`config.mk`:
```
export PLATFORM = sky130hd
export DESIGN_NAME = fp_operand_loader
export DESIGN_NICKNAME = d
export VERILOG_FILES = /design/src/rtl/fp32_pkg.sv /design/src/rtl/fp32_classify.sv /design/src/rtl/fp_operand_loader.sv
export SDC_FILE = /design/constraint.sdc
export NUM_CORES = 1
export LEC_CHECK = 0
export BUFFER_PORTS_ARGS = -buffer_cell sky130_fd_sc_hd__buf_2
export CAP_MARGIN = 20
export CORE_ASPECT_RATIO = 1.25
export CORE_MARGIN = 3
export CORE_UTILIZATION = 50
export DETAILED_ROUTE_END_ITERATION = 7
export PLACE_DENSITY = 0.85
export SLEW_MARGIN = 20
export SYNTH_ARGS = -nofsm -noshare
export SYNTH_HDL_FRONTEND = slang
export SYNTH_SLANG_ARGS = --single-unit
```
`constraint.sdc`:
```
create_clock -name clk -period 3.53 [get_ports clk]
set_input_delay 0.8825 -clock clk [delete_from_list [all_inputs] [get_ports clk]]
set_output_delay 0.8825 -clock clk [all_outputs]
set_load 0.05 [all_outputs]
```
`src/rtl/fp32_pkg.sv`:
```
// Shared FP32 field widths, operand classes and loader FSM states.
// Latency: n/a (package only).
// Backpressure: n/a.
package fp32_pkg;

   localparam int          SIGN_W  = 1;
   localparam int          EXP_W   = 8;
   localparam int          MANT_W  = 23;
   localparam int          BIAS    = 127;
   localparam logic [7:0]  EXP_MAX = 8'hFF;

   typedef enum logic [1:0] {
      ZERO   = 2'b00,
      FINITE = 2'b01,
      INF    = 2'b10,
      NAN    = 2'b11
   } fp_class_t;

   typedef enum logic [1:0] {
      COLLECT = 2'b00,
      ISSUE   = 2'b01,
      RESULT  = 2'b10
   } loader_state_t;

endpackage

```
`src/rtl/fp32_classify.sv`:
```
// Classifies an FP32 word as zero / finite (incl. subnormal) / infinity / NaN.
// Latency: combinational.
// Backpressure: none.
// Ports: value (32-bit FP32 word) in, cls (fp_class_t) out.
module fp32_classify
   import fp32_pkg::*;
(
   input  logic [31:0] value,
   output fp_class_t   cls
);

   logic [EXP_W-1:0]  exp_f;
   logic [MANT_W-1:0] mant_f;
   logic              unused_sign;

   assign exp_f       = value[MANT_W +: EXP_W];
   assign mant_f      = value[MANT_W-1:0];
   // Sign does not affect the class.
   assign unused_sign = value[31];

   always_comb begin
      cls = FINITE;
      if (exp_f == EXP_MAX) begin
         cls = (mant_f == '0) ? INF : NAN;
      end else if (exp_f == '0 && mant_f == '0) begin
         cls = ZERO;
      end
   end

endmodule

```
`src/rtl/fp_operand_loader.sv`:
```
// Assembles two FP32 operands from a byte stream, issues them to a combinational multiplier, holds the product.
// Latency: op_valid the cycle after byte 7 is accepted; res_valid the cycle after the op handshake (10 cycles/product min).
// Backpressure: byte_ready low outside COLLECT; op_valid/res_valid held until op_ready/res_ready.
// Ports: clk, rst_n (async active-low); byte_valid/byte_data/byte_ready in-stream; op_a/op_b/op_valid/op_ready
// and res_in to/from the multiplier; res_data/res_valid/res_ready result; busy, err_timeout status.
// Optional: FP_LOADER_CLASSIFY_EN adds class_a/class_b operand class outputs.
module fp_operand_loader
   import fp32_pkg::*;
#(
   parameter int unsigned TIMEOUT_CYCLES = 16
)(
   input  logic        clk,
   input  logic        rst_n,
   input  logic        byte_valid,
   input  logic [7:0]  byte_data,
   output logic        byte_ready,
   output logic [31:0] op_a,
   output logic [31:0] op_b,
   output logic        op_valid,
   input  logic        op_ready,
   input  logic [31:0] res_in,
   output logic [31:0] res_data,
   output logic        res_valid,
   input  logic        res_ready,
   output logic        busy,
`ifdef FP_LOADER_CLASSIFY_EN
   output logic [1:0]  class_a,
   output logic [1:0]  class_b,
`endif
   output logic        err_timeout
);

   // Keep the counter at least one bit wide even when the timeout is disabled.
   localparam int IDLE_W = (TIMEOUT_CYCLES > 0) ? $clog2(TIMEOUT_CYCLES + 1) : 1;
   localparam logic [IDLE_W-1:0] IDLE_LAST = IDLE_W'(TIMEOUT_CYCLES - 1);

   loader_state_t     state_q, state_d;
   logic [2:0]        byte_cnt_q, byte_cnt_d;
   logic [IDLE_W-1:0] idle_cnt_q, idle_cnt_d;
   logic [63:0]       opnd_q, opnd_d;
   logic [31:0]       res_data_q, res_data_d;
   logic              err_timeout_q, err_timeout_d;
   logic              byte_acc;
   logic              pair_done;

   always_comb begin
      state_d       = state_q;
      byte_cnt_d    = byte_cnt_q;
      idle_cnt_d    = idle_cnt_q;
      opnd_d        = opnd_q;
      res_data_d    = res_data_q;
      err_timeout_d = 1'b0;
      pair_done     = 1'b0;
      byte_ready    = (state_q == COLLECT);
      byte_acc      = byte_valid && byte_ready;

      case (state_q)
         COLLECT: begin
            if (byte_acc) begin
               // Byte 0 lands in op_a[31:24], byte 7 in op_b[7:0]; bit base is 8*(7-cnt).
               opnd_d[{~byte_cnt_q, 3'b000} +: 8] = byte_data;
               idle_cnt_d = '0;
               if (byte_cnt_q == 3'd7) begin
                  pair_done  = 1'b1;
                  byte_cnt_d = '0;
                  state_d    = ISSUE;
               end else begin
                  byte_cnt_d = byte_cnt_q + 3'd1;
               end
            end else if (TIMEOUT_CYCLES != 0 && byte_cnt_q != '0) begin
               // Partial operand contents are left in place; they are overwritten by the next pair.
               if (idle_cnt_q == IDLE_LAST) begin
                  byte_cnt_d    = '0;
                  idle_cnt_d    = '0;
                  err_timeout_d = 1'b1;
               end else begin
                  idle_cnt_d = idle_cnt_q + 1'b1;
               end
            end
         end
         ISSUE: begin
            if (op_ready) begin
               res_data_d = res_in;
               state_d    = RESULT;
            end
         end
         RESULT: begin
            if (res_ready) begin
               state_d = COLLECT;
            end
         end
         default: state_d = COLLECT;
      endcase
   end

   always_ff @(posedge clk or negedge rst_n) begin
      if (!rst_n) begin
         state_q       <= COLLECT;
         byte_cnt_q    <= '0;
         idle_cnt_q    <= '0;
         opnd_q        <= '0;
         res_data_q    <= '0;
         err_timeout_q <= 1'b0;
      end else begin
         state_q       <= state_d;
         byte_cnt_q    <= byte_cnt_d;
         idle_cnt_q    <= idle_cnt_d;
         opnd_q        <= opnd_d;
         res_data_q    <= res_data_d;
         err_timeout_q <= err_timeout_d;
      end
   end

   assign op_a        = opnd_q[63:32];
   assign op_b        = opnd_q[31:0];
   assign op_valid    = (state_q == ISSUE);
   assign res_valid   = (state_q == RESULT);
   assign res_data    = res_data_q;
   assign err_timeout = err_timeout_q;
   assign busy        = (state_q != COLLECT) || (byte_cnt_q != '0);

`ifdef FP_LOADER_CLASSIFY_EN
   fp_class_t cls_a_w, cls_b_w;
   fp_class_t class_a_q, class_a_d;
   fp_class_t class_b_q, class_b_d;

   // Classify the operands as they will be after this edge so the class lands with op_valid.
   fp32_classify u_cls_a (.value(opnd_d[63:32]), .cls(cls_a_w));
   fp32_classify u_cls_b (.value(opnd_d[31:0]),  .cls(cls_b_w));

   always_comb begin
      class_a_d = class_a_q;
      class_b_d = class_b_q;
      if (pair_done) begin
         class_a_d = cls_a_w;
         class_b_d = cls_b_w;
      end
   end

   always_ff @(posedge clk or negedge rst_n) begin
      if (!rst_n) begin
         class_a_q <= ZERO;
         class_b_q <= ZERO;
      end else begin
         class_a_q <= class_a_d;
         class_b_q <= class_b_d;
      end
   end

   assign class_a = class_a_q;
   assign class_b = class_b_q;
`endif

endmodule

```
* Word level (Yosys, flattened, before mapping)
Index checks and enable logic that the tools add are counted.
** Word-level totals
- Flip-flop bits (word level) :: 107
- Output and inout port bits :: 101
- Logic and storage cells :: 49
** Cells by class
- Add/subtract/negate cells :: 3
- Equal/unequal tests :: 8
- Shift-type cells :: 2
- Mux-type cells :: 17
- Bitwise gates (word level) :: 1
- Reduce and logical (&&, ||, !) cells :: 12
** Operators by type and width (count)
- $bwmux W64 :: 1
- $shift A8 B8 Y64 const A :: 1
- $shiftx A8 B8 Y64 :: 1
- $mux W5 :: 3
- $mux W3 :: 4
- $mux W2 :: 4
- $ne A2 B1 Y1 const B :: 4
- $neg A6 Y8 :: 1
- $pmux W2 S3 :: 1
- $reduce_and A2 Y1 :: 3
- $reduce_bool A2 Y1 :: 3
- $add A5 B1 Y5 const B :: 1
- $eq A5 B4 Y1 const B :: 1
- $mux W1 :: 4
- $reduce_and A4 Y1 :: 1
- $add A3 B1 Y3 const B :: 1
- $eq A3 B3 Y1 const B :: 1
- $not A3 Y3 :: 1
- $reduce_and A3 Y1 :: 1
- $reduce_bool A3 Y1 :: 1
- $eq A2 B1 Y1 const B :: 1
- $eq A2 B2 Y1 const B :: 1
- $logic_not A2 Y1 :: 1
- $logic_and A1 B1 Y1 :: 1
- $logic_or A1 B1 Y1 :: 1

* Logic depth before layout (Yosys ltp)
- Depth in word-level cells :: 5
- Depth in mapped cells :: 8
- Mapped depth without buffers :: 5

* Worst setup path after synthesis
No wires, ideal clock.
- Path kind :: flip-flop to output port
- From :: register byte_cnt_q[0]
- To :: output port busy
- Arrival :: 1.642 ns
- Setup slack :: 1.005 ns
- Cell stages (with the launch flop) :: 6
- Buffers on the path :: 1
- Path through :: dfrtp_1 buf_2 inv_1 ha_1 nor2b_1 nand2_1
** Between the ends
- Word-level cells in the longest chain between the ends :: 2
** RTL lines
- start, declared :: RTL line fp_operand_loader.sv:38 : logic [2:0] byte_cnt_q, byte_cnt_d;
- start signal, assigned :: RTL line fp_operand_loader.sv:106 : byte_cnt_q <= byte_cnt_d;
- $reduce_bool A3 Y1 :: RTL line fp_operand_loader.sv:120 : assign busy = (state_q != COLLECT) || (byte_cnt_q != '0);
- $logic_or A1 B1 Y1 :: RTL line fp_operand_loader.sv:120
- end, declared :: RTL line fp_operand_loader.sv:25 : output logic busy,
No other way between the ends.

* Final worst setup path
Ends and elaborated chain as after synthesis.

==> metrics.md <==
| Metric | Value |
|---|---|
| PD cells | `1080 nW/um2` |
| P&R area growth vs syn | `23.6%` |
| CP Class | `reg -> out` |
| CP startpoint kind | `register` |
| Clk_lat worst skew | `0.34 ns` |
| Die Y | `116 um` |
| Vias after detailed routing | `3353` |
| NumNets Final | `568` |
| Clock Tree Buf Depth | `2` |
| Vias/cell | `approximately 5.2` |
| Post-Synthesis Cell Area | `4810 um2` |
| Multi-input gate area | `1890 um2` |
| Synth Register Bits | `107` |
| Final setup violation count | `0` |
| Synth cell types | `47` |
| Syn Area/Cell | `12.9 um2` |
| Post-synth EDFFs | `0` |
| Met2 Resource Use GR | `0.373` |
| CTS tree | `built` |
| Fmax | `0.331 GHz` |
| Critical Path End Type | `primary output` |
| Overall routing resource usage | `0.205` |
| Ports | `~150` |
| # diodes | `0` |
| Post-route minimum period | `3.02 ns` |
| Final hold viol count | `0` |
| Remaining Overflow, GRT | `0` |
| Actual slew at the worst max-slew pin | `0.986 ns` |
| CP Data Arrival Time | `2.14 ns` |
| Die area | `roughly 11000 um2` |
| Leak | `3.22 nW` |
| # DRC | `0` |
| Crit Path Max Fanout | `14` |
| Final Skew | `0.00606 ns` |
| Most common cell after layout, fill and taps aside | `buf_2` |
| CTS sink count | `107` |
| Most area-consuming cells after synthesis | `dfrtp_1, mux2_2, mux2i_1, inv_1, mux2_4` |
| Antenna violations before repair | `0` |
| Met1 GRT Util | `0.233` |
| Htree depth | `3` |
| Number of fill cells | `714` |
| Layout cells sized above 1 | `0.461` |
| GR peak layer | `met2` |
| Slew HR | `0.343` |
| CTS buffer count | `9` |
| Sequential element share of the synthesized area | `0.557` |
| Pre-antenna DRT Iters | `4` |
| Setup Buffers After CTS | `0` |
| Post-route ant nets | `0` |
| Number of buffers added to fix hold violations after cts | `0` |
| Cts repair resizes | `0` |
| Post-Syn Nets | `around 420` |
| Post-synth top area share | `0.557` |
| Final Slew Violations | `0` |
| GPL Wtd Cong | `~0.8` |
| VDD IR-drop max | `613 uV` |
| Largest net degree at the start of global routing | `just over 80` |
| Chip width | `93.7 um` |
| Rows | `39` |
| WP data required | `2.65 ns` |
| Type of the most critical hold path | `reg -> reg` |
| Total power | `6.41 mW` |
| Synth async-reset ratio | `1.00` |
| IO Port Bufs | `145` |
| RSZ-0062 raised after global routing | `no` |
| Initial core utilization | `0.519` |
| Most frequent cells in the layout | `buf_2, dfrtp_1, mux2_2` |
| Global-route wire length before repair | `17.2 mm` |
| Hold Slack | `roughly 0.50 ns` |
| Clock-pin slew of the registers on the worst-case setup and hold paths | `approximately 0.07 ns` |
| Area leader, netlist | `dfrtp_1` |
| Max cap viols | `0` |
| Status | `finished clean` |
| Mapped Cells | `around 370` |
| Fin crit share | `0.856` |
| FF/Latch Area | `2680 um2` |
| Final wirelength | `roughly 11 mm` |
| Prevailing post-synth register cell | `dfrtp_1` |
| TNS Setup | `0 ns` |
| Core Area | `9270 um2` |
| Clock root buffer master | `clkbuf_16` |
| Worst reg-to-reg setup slack | `roughly 0.69 ns` |
| Vias in the first global route | `3490` |
| Initial DRC count | `123` |
| WL per Instance | `between 15 and 20 um` |
| Yosys Warn Count | `0` |
| Hpwl dp | `slightly below 8 mm` |
| Met3 Use GR | `0.0422` |
## cells in the mapped netlist, types with 2 or more instances
cell      number
dfrtp_1      107
mux2_2        59
inv_1         35
nand2_1       30
mux2i_1       27
and3_1        15
and2_1         8
mux2_4         8
ha_1           7
buf_4          6
nor2_1         5
buf_6          4
nand4_1        4
o21ai_0        4
a21oi_1        3
a31oi_1        3
clkbuf_1       3
mux2_1         3
nand3_4        3
nor2b_1        3
o31ai_1        3
and3b_1        2
buf_2          2
nand3_1        2
nand3_2        2
nor3b_1        2
o21a_1         2
## layout make-up
class | instances | area share
Multi-Input combinational cell | 215 | 0.318
Timing Repair Buffer | 148 | 0.126
Tap cell | 123 | 0.0259
Clock buffer | 10 | 0.0385
Sequential cell | 107 | 0.450
Clock inverter | 6 | 0.0187
Inverter | 35 | 0.0221
## stage by stage
stage / setup slack [ns] / area, um2 / instances / utilization
floorplan: 1.01 / 4810 / 372 / -
global placement: 0.841 / 5600 / 628 / 0.604
detailed placement: 0.706 / 5600 / 628 / 0.604
CTS: 0.499 / 5940 / 644 / 0.641
global route: 0.372 / 5940 / 644 / 0.641
finish: 0.508 / 5940 / 644 / 0.641
## path summary, 6_finish.rpt
check                         startpoint            to  cells past startpoint
max reg2reg                byte_cnt_q[0]     opnd_q[0]                      5
min                          res_data[8]   res_data[8]                      1
min in group asynchronous          rst_n    opnd_q[33]                      1
min reg2reg                  res_data[8]   res_data[8]                      1
max in group asynchronous          rst_n  res_data[18]                      2
max                        byte_cnt_q[0]          busy                      5
## where the power goes
| part | leakage [nW] | total [mW] | switching (mW) | internal (mW) |
|---|---|---|---|---|
| clock | 0.163 | 1.13 | 0.437 | 0.695 |
| combinational | 1.65 | 3.31 | 2.40 | 0.908 |
| sequential | 1.41 | 1.97 | 0.293 | 1.67 |
| total | 3.22 | 6.41 | 3.13 | 3.28 |
## registers in the layout, indices dropped and copies added, names as in the netlist
| register | flops |
|---|---|
| err_timeout | 1 |
| byte_cnt_q | 3 |
| idle_cnt_q | 5 |
| state_q | 2 |
| res_data | 32 |
| opnd_q | 64 |
## critical path: stages (launching register included)
cell and delay (ns):
dfrtp_1 0.54, inv_1 0.18, ha_1 0.33, nor2b_1 0.44, nand2_1 0.09, buf_2 0.22
## kinds of logic (layout without fill, tap and decap cells)
logic type	Yosys count	count (layout)	share of synthesized area
mux	97	97	0.226
simple gates	91	91	0.121
compound gates	20	20	0.0276
flops	107	107	0.557
buf+inv	50	199	0.0505
fa+ha+maj	7	7	0.0182
## per-layer routing
metal	vias up	share of wire
met5	-	0
met4	0	0.023
met3	21	0.052
met2	103	0.53
met1	1675	0.39
li1	1554	-
(Power assumes the default switching activity.)
